`src/rtl/ram_arbiter.sv`:
```
// rtl/ram_arbiter.sv - two-requester round-robin arbiter in front of a 16x8 synchronous RAM
module ram_arbiter (
    input  logic       clk,
    input  logic       areset,
    input  logic       req0,
    input  logic       req1,
    input  logic       we0,
    input  logic       we1,
    input  logic [3:0] addr0,
    input  logic [3:0] addr1,
    input  logic [7:0] wdata0,
    input  logic [7:0] wdata1,
    output logic       gnt0,
    output logic       gnt1,
    output logic       rvalid0,
    output logic       rvalid1,
    output logic [7:0] rdata0,
    output logic [7:0] rdata1,
    output logic       mem_en,
    output logic       mem_we,
    output logic [3:0] mem_addr,
    output logic [7:0] mem_din,
    input  logic [7:0] mem_dout,
    output logic       busy
);

    typedef enum logic [1:0] {
        IDLE      = 2'd0,
        ACCESS    = 2'd1,
        READ_WAIT = 2'd2
    } state_t;

    state_t     r_state;
    state_t     w_next;
    logic       r_last;     // 1 = requester 1 was granted most recently
    logic       r_win;      // requester owning the access in flight
    logic       w_any;
    logic       w_pick;     // winner chosen this cycle when in IDLE

    logic       r_gnt0;
    logic       r_gnt1;
    logic       r_rvalid0;
    logic       r_rvalid1;
    logic [7:0] r_rdata0;
    logic [7:0] r_rdata1;
    logic       r_mem_en;
    logic       r_mem_we;
    logic [3:0] r_mem_addr;
    logic [7:0] r_mem_din;
    logic       r_busy;

    // Winner selection and next-state decode
    always_comb begin
        w_any  = req0 | req1;
        w_pick = 1'b0;
        w_next = r_state;
        if (req0 && req1) begin
            w_pick = ~r_last;
        end else if (req1) begin
            w_pick = 1'b1;
        end
        case (r_state)
            IDLE:      if (w_any) w_next = ACCESS;
            // r_mem_we holds the latched command type throughout ACCESS
            ACCESS:    w_next = r_mem_we ? IDLE : READ_WAIT;
            READ_WAIT: w_next = IDLE;
            default:   w_next = IDLE;
        endcase
    end

    // State register
    always_ff @(posedge clk) begin
        if (areset) begin
            r_state <= IDLE;
        end else begin
            r_state <= w_next;
        end
    end

    // Registered outputs: grant/memory command launched on the IDLE->ACCESS edge, read data captured leaving READ_WAIT
    always_ff @(posedge clk) begin
        if (areset) begin
            r_last     <= 1'b1;
            r_win      <= 1'b0;
            r_gnt0     <= 1'b0;
            r_gnt1     <= 1'b0;
            r_rvalid0  <= 1'b0;
            r_rvalid1  <= 1'b0;
            r_rdata0   <= 8'h00;
            r_rdata1   <= 8'h00;
            r_mem_en   <= 1'b0;
            r_mem_we   <= 1'b0;
            r_mem_addr <= 4'h0;
            r_mem_din  <= 8'h00;
            r_busy     <= 1'b0;
        end else begin
            r_gnt0    <= 1'b0;
            r_gnt1    <= 1'b0;
            r_rvalid0 <= 1'b0;
            r_rvalid1 <= 1'b0;
            r_mem_en  <= 1'b0;
            r_mem_we  <= 1'b0;
            r_busy    <= (w_next != IDLE);
            case (r_state)
                IDLE: begin
                    if (w_any) begin
                        r_win      <= w_pick;
                        r_last     <= w_pick;
                        r_gnt0     <= ~w_pick;
                        r_gnt1     <= w_pick;
                        r_mem_en   <= 1'b1;
                        r_mem_we   <= w_pick ? we1 : we0;
                        r_mem_addr <= w_pick ? addr1 : addr0;
                        r_mem_din  <= w_pick ? wdata1 : wdata0;
                    end
                end
                READ_WAIT: begin
                    if (r_win) begin
                        r_rdata1  <= mem_dout;
                        r_rvalid1 <= 1'b1;
                    end else begin
                        r_rdata0  <= mem_dout;
                        r_rvalid0 <= 1'b1;
                    end
                end
                default: begin
                end
            endcase
        end
    end

    assign gnt0     = r_gnt0;
    assign gnt1     = r_gnt1;
    assign rvalid0  = r_rvalid0;
    assign rvalid1  = r_rvalid1;
    assign rdata0   = r_rdata0;
    assign rdata1   = r_rdata1;
    assign mem_en   = r_mem_en;
    assign mem_we   = r_mem_we;
    assign mem_addr = r_mem_addr;
    assign mem_din  = r_mem_din;
    assign busy     = r_busy;

endmodule

```
`config.mk`:
```
export PLATFORM = sky130hd
export DESIGN_NAME = ram_arbiter
export DESIGN_NICKNAME = d
export VERILOG_FILES = /design/src/rtl/ram_arbiter.sv
export SDC_FILE = /design/constraint.sdc
export NUM_CORES = 1
export LEC_CHECK = 0
export ABC_AREA = 1
export CAP_MARGIN = 25
export CORE_MARGIN = 2
export CORE_UTILIZATION = 45
export CTS_BUF_LIST = sky130_fd_sc_hd__clkbuf_4 sky130_fd_sc_hd__clkbuf_8
export DETAILED_ROUTE_END_ITERATION = 10
export GPL_TIMING_DRIVEN = 0
export PLACE_DENSITY = 0.83
export SETUP_SLACK_MARGIN = 0.1
export SLEW_MARGIN = 15
export SYNTH_ARGS = -nofsm -noshare
export SYNTH_HDL_FRONTEND = slang
export SYNTH_SLANG_ARGS = --single-unit
```
`constraint.sdc`:
```
create_clock -name clk -period 1.9 [get_ports clk]
set_clock_uncertainty 0.1 [all_clocks]
set_input_delay 0.475 -clock clk [delete_from_list [all_inputs] [get_ports clk]]
set_output_delay 0.475 -clock clk [all_outputs]
set_load 0.02 [all_outputs]
```
==> impl_metrics.py, run 1 <==
metrics = {
    "drt": {
        "vias": 1714,
        "postRouteAntennaNets": 0,
        "wl_um": 4090,
        "drc": 0,
        "dr.first_iter.drc_count": 134,
        "via_per_inst": 4.58,
        "drt-pass1-iter-count": 4,
        "wl_per_cell_um": 10.9,
    },
    "floorplan": {
        "rows": 22,
        "start_util": 0.474,
        "die_y_um": 66.5,
        "num_io_pins": 73,
        "die-area_mm2": 0.00443,
        "die_x_um": 66.5,
        "core_mm2": 0.00372,
    },
    "synth": {
        "synth-seq-cells": 39,
        "syn_inst": 247,
        "avgSynthCellArea_um2": 7.13,
        "synth_edf_count": 0,
        "yosys_warnings": 0,
        "yosys.area_share.adder": 0,
        "synth_commonest_cells": "67 x nand2_1, 46 x nor2_1, 39 x dfxtp_1",
        "synth_top_family_by_area": "simple AND/OR/NAND/NOR gates",
        "synthMuxAreaShare": 0,
        "ys.flop_type": "dfxtp_1",
        "synth_nets": 285,
        "yosysTopAreaCell": "dfxtp_1",
        "yosys.area_share.simple": 0.352,
        "synth_xor_area_frac": 0,
        "yosysMostFrequentCell": "nand2_1",
        "synth_top_area_frac": 0.443,
        "synth_compound_area_frac": 0.0846,
        "synth-async-reset-ratio": 0,
        "seq_area_frac_synth": 0.443,
        "syn_area_mm2": 0.00176,
        "synth_area_leaders": "dfxtp_1 44%, nand2_1 14%, nor2_1 9.8%, inv_1 5.3%, buf_6 3.8%",
        "synth_cell_type_count": 20,
    },
    "cells_and_area": {
        "diodes": 0,
        "nets": 363,
        "drive_gt1_frac": 0.101,
        "syn2layout_area_growth_pct": 48.5,
        "fill_cells": 343,
        "layout.cells.non_filler": 374,
    },
    "grt": {
        "grt_max_degree": 12,
        "grt_overflow": 0,
        "grt_pass1_wl_um": 6970,
        "antenna_found_initial": 0,
        "grt_pass1_vias": 1588,
        "grt_use_total": 0.207,
    },
    "placement": {
        "post-place-ws_ps": 55.0,
        "dp_cells": 366,
        "hpwl_um": 3100,
        "gp_congestion": 0.773,
        "io_buffer_count": 71,
    },
    "pwr": {
        "ir_drop_mv": 0.478,
        "power_leakage_uw": 0.00137,
        "power.density_mw_per_mm2": 769,
    },
    "cts": {
        "cts_max_level": 2,
        "clk_pin_slew_worst_paths_ps": 70,
        "clock-root-buffer": "clkbuf_8",
        "clk_path_buf_depth": 2,
        "cts_buffers": 5,
        "clock_sinks": 39,
        "cts_tree": "done",
        "clock_latency_ps": 290,
    },
    "run": {
        "drv_cap": 0,
    },
    "sta": {
        "layout_setup_ws_ps": 137,
        "max-slew-margin-rel": 0.700,
        "fin_crit_ps": 1760,
        "timing.final.crit_share": 0.928,
        "fmax_mhz": 567,
        "drv_slew": 0,
        "rsz0062_at_grt": "no",
        "setup_viol": 0,
        "tightest_slew_ps": 450,
        "final_hold_viol_count": 0,
        "tns_ps": 0,
    },
    "critical_path": {
        "crit_buf_inv": 1,
        "critical_path_depth": 1,
        "end_kind": "output port",
        "critical_path.max_fanout": 1,
        "cp_top_family": "buffers and inverters",
        "cp_cell_sequence": "clkdlybuf4s50_1",
        "critPathLaunchType": "flip-flop",
        "critPathArrivalTime_ps": 1190,
        "path_class": "flip-flop to output port",
        "critPathRequiredTime_ps": 1320,
        "slowest_delay_ps": 590,
        "rr_worst_depth": 7,
        "cpMaxStageDelayCell": "clkdlybuf4s50_1",
    },
    "status": {
        "outcome": "completed",
    },
    "min_path": {
        "hp-class": "flip-flop to flip-flop",
        "whs_path_depth": 2,
    },
}
==> state kept, by name (all words and copies together) (netlist names) <==
name      cells
mem_din       8
rdata0        8
rdata1        8
mem_addr      4
r_state       2
busy          1
gnt0          1
gnt1          1
mem_en        1
mem_we        1
r_last        1
r_win         1
rvalid0       1
rvalid1       1
==> metrics by stage <==
step | utilization | total power, µW | area (µm²) | hold slack [ps]
after global routing | 0.703 | 2120 | 2610 | 389
after detailed placement | 0.681 | 1440 | 2530 | 356
after global placement | 0.681 | 1430 | 2530 | 351
final | 0.703 | 2010 | 2610 | 361
after CTS | 0.700 | 2030 | 2600 | 365
after floorplan | - | 1210 | 1760 | 361
==> worst paths after layout <==
path,startpoint,to,slack [ps]
worst max-delay path,mem_en,mem_en,140
worst min-delay path,rdata1[3],rdata1[3],360
worst max register to register,r_state[1],mem_addr[3],690
worst min register to register,rdata1[3],rdata1[3],360
==> cell type report <==
class | count | area, µm² | share of cell area
Timing Repair Buffer | 71 | 689 | 0.264
Buffer | 14 | 106 | 0.0407
Clock buffer | 8 | 104 | 0.0397
Multi-Input combinational cell | 166 | 768 | 0.294
Inverter | 28 | 105 | 0.0402
Tap cell | 48 | 60.1 | 0.0230
Sequential cell | 39 | 781 | 0.299
==> per-layer routing <==
metal	vias up	GRT usage	share of wire
met5	-	0	0
met4	0	0.0765	0.015
met3	6	0.0659	0.080
met2	62	0.350	0.46
met1	735	0.243	0.44
li1	911	-	-
==> kinds of logic after synthesis <==
kind of cell / count (synthesis)
buf+inv: 42
compound gates: 23
flops: 39
simple gates: 143
==> what timing repair did <==
| action | in CTS | in global routing |
|---|---|---|
| hold buffers | 0 | 0 |
| endpoints found under the setup margin | 27 | 5 |
| buffers inserted | 0 | 0 |
| hold endpoints to repair | 0 | 0 |
| resized for setup | 27 | 5 |
==> placed cells by master, fill, tap and decap left out <==
| cell type | count |
|---|---|
| a21boi_0 | 4 |
| a21boi_1 | 8 |
| a21oi_1 | 10 |
| a21oi_2 | 1 |
| buf_2 | 7 |
| buf_6 | 6 |
| clkbuf_1 | 1 |
| clkbuf_4 | 1 |
| clkbuf_8 | 7 |
| clkdlybuf4s50_1 | 39 |
| dfxtp_1 | 39 |
| dlygate4sd2_1 | 27 |
| dlymetal6s2s_1 | 5 |
| inv_1 | 25 |
| inv_2 | 3 |
| nand2_1 | 67 |
| nand2_2 | 4 |
| nand3_1 | 13 |
| nand3_2 | 1 |
| nand3b_1 | 1 |
| nand3b_4 | 1 |
| nand4_1 | 8 |
| nor2_1 | 46 |
| nor2_2 | 1 |
| nor2_4 | 1 |
==> where the power goes <==
group	total, µW	internal (µW)	switching, µW
Sequential	903	876	26.6
Clock	623	346	277
Combinational	484	220	264
Total	2010	1440	568
Note: power is estimated with default switching activity, not from simulation.
==> run 2, diff against run 1 <==
--- a/config.mk
+++ b/config.mk
@@ -12,6 +12,7 @@
 export CTS_BUF_LIST = sky130_fd_sc_hd__clkbuf_4 sky130_fd_sc_hd__clkbuf_8
 export DETAILED_ROUTE_END_ITERATION = 10
 export GPL_TIMING_DRIVEN = 0
+export MAX_ROUTING_LAYER = met4
 export PLACE_DENSITY = 0.83
 export SETUP_SLACK_MARGIN = 0.1
 export SLEW_MARGIN = 15
==> impl_metrics.py, run 2 (synthesis results as in run 1) <==
metrics = {
    "grt": {
        "grt_use_total": 0.212,
        "grt_max_degree": 12,
        "grt_overflow": 0,
        "antenna_found_initial": 0,
        "grt_pass1_wl_um": 6970,
        "grt_pass1_vias": 1588,
    },
    "min_path": {
        "hp-class": "flip-flop to flip-flop",
    },
    "placement": {
        "hpwl_um": 3100,
        "place_area_mm2": 0.00253,
        "gp_congestion": 0.783,
        "io_buffer_count": 71,
    },
    "sta": {
        "rsz0062_at_grt": "no",
        "final_hold_viol_count": 0,
        "fmax_mhz": 567,
        "max-slew-margin-rel": 0.700,
        "timing.final.crit_share": 0.928,
        "tightest_slew_ps": 451,
        "drv_slew": 0,
        "setup_viol": 0,
        "fin_crit_ps": 1760,
        "tns_ps": 0,
    },
    "critical_path": {
        "slowest_delay_ps": 590,
        "cpMaxStageDelayCell": "clkdlybuf4s50_1",
        "critical_path.max_fanout": 1,
        "critPathLaunchType": "flip-flop",
        "path_class": "flip-flop to output port",
        "crit_buf_inv": 1,
        "end_kind": "output port",
        "critPathArrivalTime_ps": 1190,
        "cp_cell_sequence": "clkdlybuf4s50_1",
        "critPathRequiredTime_ps": 1320,
        "cp_top_family": "buffers and inverters",
    },
    "pwr": {
        "power_leakage_uw": 0.00137,
        "power.density_mw_per_mm2": 767,
        "ir_drop_mv": 0.475,
    },
    "cts": {
        "cts_max_level": 2,
        "clk_pin_slew_worst_paths_ps": 70,
        "clock_latency_ps": 290,
        "clock-root-buffer": "clkbuf_8",
        "ctsHoldBuffers": 0,
        "clock_sinks": 39,
        "clk_path_buf_depth": 2,
        "cts_tree": "done",
        "cts_buffers": 5,
        "post_cts_buffers": 0,
    },
    "drt": {
        "drc": 0,
        "via_per_inst": 4.63,
        "postRouteAntennaNets": 0,
        "drt-pass1-iter-count": 4,
        "wl_um": 4070,
        "vias": 1731,
        "wl_per_cell_um": 10.9,
        "dr.first_iter.drc_count": 116,
    },
    "floorplan": {
        "die_x_um": 66.5,
        "start_util": 0.474,
        "rows": 22,
        "die-area_mm2": 0.00443,
        "die_y_um": 66.5,
        "num_io_pins": 73,
        "core_mm2": 0.00372,
    },
    "cells_and_area": {
        "syn2layout_area_growth_pct": 48.5,
        "final_common_cell": "nand2_1",
        "drive_gt1_frac": 0.101,
        "diodes": 0,
        "fin_area_mm2": 0.00261,
        "mostFrequentLayoutCells": "67 x nand2_1, 46 x nor2_1, 39 x dfxtp_1, 39 x clkdlybuf4s50_1, 27 x dlygate4sd2_1",
        "nets": 363,
    },
    "run": {
        "drv_cap": 0,
    },
    "status": {
        "outcome": "completed",
    },
}
run 2: cell counts in the layout (fill, tap and decap cells not counted):
No cell type changed its count.
run 2: cell type report:
cell class,count,area (µm²)
clock buffers,8,104
fillers,343,1100
plain buffers,14,106
multi-input cells,166,768
flip-flops and latches,39,781
well taps,48,60.1
inverters,28,105
repair buffers,71,689
run 2: where the power goes:
part           total [µW]  internal (µW)  leakage, µW  switching (µW)
sequential            903            876     0.000320            26.7
combinational         484            220     0.000999             264
clock                 618            345    0.0000549             273
total                2010           1440      0.00137             563
run 2: what timing repair did:
item                                    in CTS  in global routing
resized for setup                           27                  5
endpoints found under the setup margin      27                  5
endpoints found under the hold margin        0                  0
run 2: per-layer routing:
| metal | vias to the layer above | track usage | routed length, µm |
|---|---|---|---|
| met5 | - | - | 0 |
| met3 | 6 | 0.0625 | 319 |
| met2 | 64 | 0.351 | 1900 |
| met1 | 749 | 0.244 | 1790 |
| met4 | 0 | 0.0765 | 60 |
| li1 | 912 | - | - |
run 2: final timing paths:
check,end,depth (start not counted),slack (ps),startpoint
worst max-delay path,mem_en,1,140,mem_en
worst min-delay path,rdata1[3],2,360,rdata1[3]
worst max register to register,mem_addr[3],7,700,r_state[1]
worst min register to register,rdata1[3],2,360,rdata1[3]
run 2: metrics by stage:
step	hold slack [ps]	total power, µW	setup slack (ps)	utilization	std cells
after global routing	389	2120	100	0.703	374
final	361	2010	136	0.703	374
after global placement	351	1430	65.4	0.681	366
after detailed placement	356	1440	55.0	0.681	366
after CTS	365	2030	107	0.700	374
after floorplan	361	1210	640	-	247
